File: config.mk
export PLATFORM = sky130hd
export DESIGN_NAME = rx_ts_queue_ctrl
export DESIGN_NICKNAME = d
export VERILOG_FILES = /design/src/rtl/rx_ts_queue_ctrl.sv
export SDC_FILE = /design/constraint.sdc
export NUM_CORES = 1
export LEC_CHECK = 0
export CORE_UTILIZATION = 57
export CTS_BUF_LIST = sky130_fd_sc_hd__clkbuf_16
export DETAILED_ROUTE_END_ITERATION = 8
export PLACE_DENSITY = 0.79
export SYNTH_ARGS = -nofsm -noshare
export SYNTH_HDL_FRONTEND = slang
export SYNTH_SLANG_ARGS = --single-unit
File: constraint.sdc
create_clock -name rx_clk -period 2.9 [get_ports rx_clk]
set_input_delay 0.87 -clock rx_clk [delete_from_list [all_inputs] [get_ports rx_clk]]
set_output_delay 0.87 -clock rx_clk [all_outputs]
set_load 0.02 [all_outputs]
File: src/rtl/rx_ts_queue_ctrl.sv
// Circular queue of RX timestamp records with messageType filter, pop handshake,
// saturating overflow counter and a level interrupt, all in the rx_clk domain.
module rx_ts_queue_ctrl #(
    parameter int DEPTH = 4,
    parameter int AW    = 2
) (
    input  logic          rx_clk,
    input  logic          rx_rst_n,
    input  logic          rx_clk_en_i,
    input  logic          rxts_valid_i,
    input  logic [79:0]   rx_timestamp_i,
    input  logic [15:0]   rx_seqId_i,
    input  logic [3:0]    rx_messageType_i,
    input  logic [79:0]   rx_sourcePortIdentity_i,
    input  logic          q_enable_i,
    input  logic [15:0]   msg_mask_i,
    input  logic          pop_i,
    input  logic          flush_i,
    input  logic          ovf_clr_i,
    output logic          head_valid_o,
    output logic [79:0]   head_timestamp_o,
    output logic [15:0]   head_seqId_o,
    output logic [3:0]    head_messageType_o,
    output logic [79:0]   head_spid_o,
    output logic [AW:0]   level_o,
    output logic [15:0]   overflow_cnt_o,
    output logic          int_o
);

    localparam logic [AW:0] FULL_LEVEL = (AW + 1)'(DEPTH);

    logic [79:0] mem_ts   [DEPTH];
    logic [15:0] mem_seq  [DEPTH];
    logic [3:0]  mem_type [DEPTH];
    logic [79:0] mem_spid [DEPTH];

    logic [AW-1:0] wr_ptr;
    logic [AW-1:0] rd_ptr;
    logic [AW:0]   level;
    logic [AW:0]   level_next;
    logic          valid_d;
    logic          push_req;
    logic          accept;
    logic          full;
    logic          pop_ok;
    logic          do_push;
    logic          ovf_evt;

    assign push_req = rxts_valid_i & ~valid_d & rx_clk_en_i;
    assign accept   = push_req & q_enable_i & msg_mask_i[rx_messageType_i];
    assign full     = (level == FULL_LEVEL);
    assign pop_ok   = pop_i & (level != '0);
    // When full, a push only fits if the head leaves in the same cycle.
    assign do_push  = accept & (~full | pop_ok) & ~flush_i;
    assign ovf_evt  = accept & full & ~pop_ok & ~flush_i;

    always_comb begin
        level_next = level;
        if (flush_i) begin
            level_next = '0;
        end else begin
            unique case ({do_push, pop_ok})
                2'b10:   level_next = level + (AW + 1)'(1);
                2'b01:   level_next = level - (AW + 1)'(1);
                default: level_next = level;
            endcase
        end
    end

    always_ff @(posedge rx_clk or negedge rx_rst_n) begin
        if (!rx_rst_n) begin
            wr_ptr         <= '0;
            rd_ptr         <= '0;
            level          <= '0;
            valid_d        <= 1'b0;
            int_o          <= 1'b0;
            overflow_cnt_o <= '0;
            for (int unsigned i = 0; i < DEPTH; i++) begin
                mem_ts[i]   <= '0;
                mem_seq[i]  <= '0;
                mem_type[i] <= '0;
                mem_spid[i] <= '0;
            end
        end else begin
            if (rx_clk_en_i) begin
                valid_d <= rxts_valid_i;
            end

            if (flush_i) begin
                wr_ptr <= '0;
                rd_ptr <= '0;
            end else begin
                if (do_push) begin
                    mem_ts[wr_ptr]   <= rx_timestamp_i;
                    mem_seq[wr_ptr]  <= rx_seqId_i;
                    mem_type[wr_ptr] <= rx_messageType_i;
                    mem_spid[wr_ptr] <= rx_sourcePortIdentity_i;
                    wr_ptr           <= wr_ptr + AW'(1);
                end
                if (pop_ok) begin
                    rd_ptr <= rd_ptr + AW'(1);
                end
            end

            level <= level_next;
            int_o <= (level_next != '0);

            if (ovf_clr_i) begin
                overflow_cnt_o <= ovf_evt ? 16'd1 : 16'd0;
            end else if (ovf_evt && overflow_cnt_o != 16'hFFFF) begin
                overflow_cnt_o <= overflow_cnt_o + 16'd1;
            end
        end
    end

    assign level_o            = level;
    assign head_valid_o       = (level != '0);
    assign head_timestamp_o   = mem_ts[rd_ptr];
    assign head_seqId_o       = mem_seq[rd_ptr];
    assign head_messageType_o = mem_type[rd_ptr];
    assign head_spid_o        = mem_spid[rd_ptr];

endmodule

==> flow_summary.toml <==
[synthesis]
async_reset_ff_share_pct = 100
yosys.area_share.simple_pct = 1.22
synth_cell_types = 55
synth_compound_area_share_pct = 0.728
syn_inst = 1913
yosysTopAreaCell = "dfrtp_1"
synth_mux_area_share_pct = 39.7
synth_top_cells_by_area = "dfrtp_1 54%, mux2_4 17%, mux4_2 12%"
syn_nets = 2124
syn_area_per_cell_um2 = 18.1
yosysSeqAreaShare_pct = 53.7
synth_edf_count = 0
ys.flop_type = "dfrtp_1"
ys_ff_latch = 745
synth_xor_area_share_pct = 0.328
syn_area_mm2 = 0.0347
synth_most_common_cell = "dfrtp_1"
synth_common_cells = "745 x dfrtp_1, 400 x mux2_4, 321 x mux2_2"
synth_warnings = 0
synth_fa_ha_area_share_pct = 0.274
synth_top_family_by_area = "multiplexers"
synth.top_cell.area_share_pct = 53.7

[setup_path]
r2r_end = "overflow_cnt_o[13]$_DFFE_PN0P_"
cp_max_fo = 6
cp_slowest_cell = "dfrtp_4"
slowest_delay_ns = 0.53
crit_start = "rd_ptr[0]$_DFFE_PN0P_"
r2r_cells = 8
r2r-start = "level_o[1]$_DFF_PN0_"
crit_type = "reg -> out"
path_cells = "buf_12, buf_16, buf_8, buf_12, mux4_2, buf_6"
path_common_cell = "buf_12"
crit_required_ns = 2.03
worstPathArrival_ns = 2.31
r2r_setup_slack_ns = 0.29
endpoint_kind = "output port"
crit_family = "buffers and inverters"
crit_buf_inv = 5
crit_path_start_kind = "flop"

[clock_network]
cts_max_path_buffers = 3
postCtsHoldBufs = 0
path_clk_slew_ns = 0.06
cts_sinks = 745
clock_latency_ns = 0.61
numCtsBuffers = 78
htreeDepth = 3
cts_tree = "yes"
cts-root-buf = "clkbuf_16"

[power_and_ir_drop]
power.leakage_nw = 20.1
p_total_mw = 26.5
ir_worst_vdd_mv = 0.806
pwr_density_cell_mw_per_mm2 = 610

[final_layout]
final_cells = 3319
final_area_mm2 = 0.0435
nets = 2688
layout-drive-gt1-share_pct = 56.3
syn2layout_area_growth_pct = 25.5
post-route-util_pct = 72.3

[timing]
fin_setup_tns_ns = -32.67
worst_hold_slack_ns = 0.307
min_period_ns = 3.18
maxSlewViolCount = 0
setup-violations-final = 180
skew_ns = 0.0120
setup_slack_ns = -0.282
hold_violations = 0
grt_setup_unrepaired = "true"
max_freq_ghz = 0.314
tightest_slew_ns = 0.750
max_slew_margin_pct = 50.0
timing.final.crit_share_pct = 110

[grt]
grt-ovfl-total = 0
grt_max_degree = 68
grtUsageTotal_pct = 27.4
grt_pass1_wl_um = 132000
first_global_vias = 21965
antenna_found_initial = 9

[floorplan]
core-area_mm2 = 0.0602
io_pins = 405
rows = 90
initial_utilization_pct = 57.6
dieArea_mm2 = 0.0619
die_w_um = 249
die-height_um = 249

[placed_design]
routabilityCongestion = 0.824
place_ws_ns = -0.693
portBuffers = 404
dpl-instance-area_mm2 = 0.0405
dp.cells = 3132
dpl.hpwl_um = 54000

[detailed_routing]
ant_nets = 0
vias = 19298
detail_route.wl_per_cell_um = 24.8
viasPerCell = 5.81
dr.pass1.iters = 5
drt-initial-drc-count = 927
drc = 0
routed_wirelength_um = 82200

[status]
run_status = "complete, but fails checks"
violations = "negative setup slack"

[flow_run]
maxCapViolations = 0

[worst_hold_path]
hold_path_class = "in -> async"
## area by class of cell
class	instances	area [um2]
diodes	4	10.0
clock buffers	79	1980
clock inverters	57	449
fillers	3715	16700
inverters	4	15.0
multi-input cells	1036	14700
flip-flops and latches	745	18700
well taps	782	978
repair buffers	612	6760
## placed cells by master (no fill, tap or decap), drive strengths merged, types with 2 or more instances in the layout
cell	synthesis	layout
dfrtp	745	745
mux2	722	722
buf	106	383
clkdlybuf4s50	0	219
mux4	181	181
clkbuf	22	84
clkinv	0	36
nor2	23	23
inv	4	16
nand2	12	12
xnor2	9	9
mux2i	8	8
a21oi	8	8
nand2b	7	7
bufinv	0	6
ha	6	6
nor4	6	6
nand4	5	5
diode	0	4
xor2	4	4
and3b	4	4
nand3	4	4
o21ai	4	4
o22ai	3	3
clkinvlp	0	3
dlygate4sd2	0	3
or3	3	3
o211a	2	2
o31a	2	2
a2111oi	2	2
clkdlybuf4s15	0	2
a211oi	2	2
o21ba	2	2
o211ai	2	2
## power breakdown
group	leakage [nW]	switching, mW	internal (mW)
combinational	8.73	2.45	2.91
sequential	10.2	0.429	11.2
clock	1.23	4.12	5.49
total	20.1	7.01	19.5
## cell families after synthesis
family	Yosys count
AOI/OAI and AO/OA	31
DFF	745
adders and majority gates	7
and+or+nand+nor	74
xor gates and xnor gates	13
muxes	911
buffers and inverters	132
## state kept, by name, indices dropped and copies added, names as in the netlist
signal          flops
mem_seq            64
level_o             3
mem_ts            320
overflow_cnt_o     16
rd_ptr              2
int_o               1
mem_type           16
mem_spid          320
wr_ptr              2
valid_d             1
## per-layer routing
| metal | wire length (um) | track usage (%) | vias to the layer above |
|---|---|---|---|
| li1 | - | - | 8263 |
| met5 | 67 | 0 | - |
| met1 | 34500 | 36.6 | 10433 |
| met2 | 41400 | 44.9 | 457 |
| met4 | 2280 | 9.33 | 10 |
| met3 | 4040 | 5.77 | 135 |
## what timing repair did
item	4_1_cts	5_1_grt
endpoints found under the setup margin	299	182
pin swaps	0	6
gates cloned	5	3
endpoints found under the hold margin	0	0
setup buffers	40	4
resized for setup	924	133
## worst max path at each step
stage,to,slack [ns],cells after the start
global placement,mem_spid[282]$_DFFE_PN0P_,-0.62,10
global route,head_spid_o[16],-0.34,6
finish,head_spid_o[16],-0.28,6
floorplan,int_o$_DFF_PN0_,-0.09,12
detailed placement,mem_spid[172]$_DFFE_PN0P_,-0.69,11
CTS,head_spid_o[16],-0.35,6
Power figures use the tool's default switching activity.
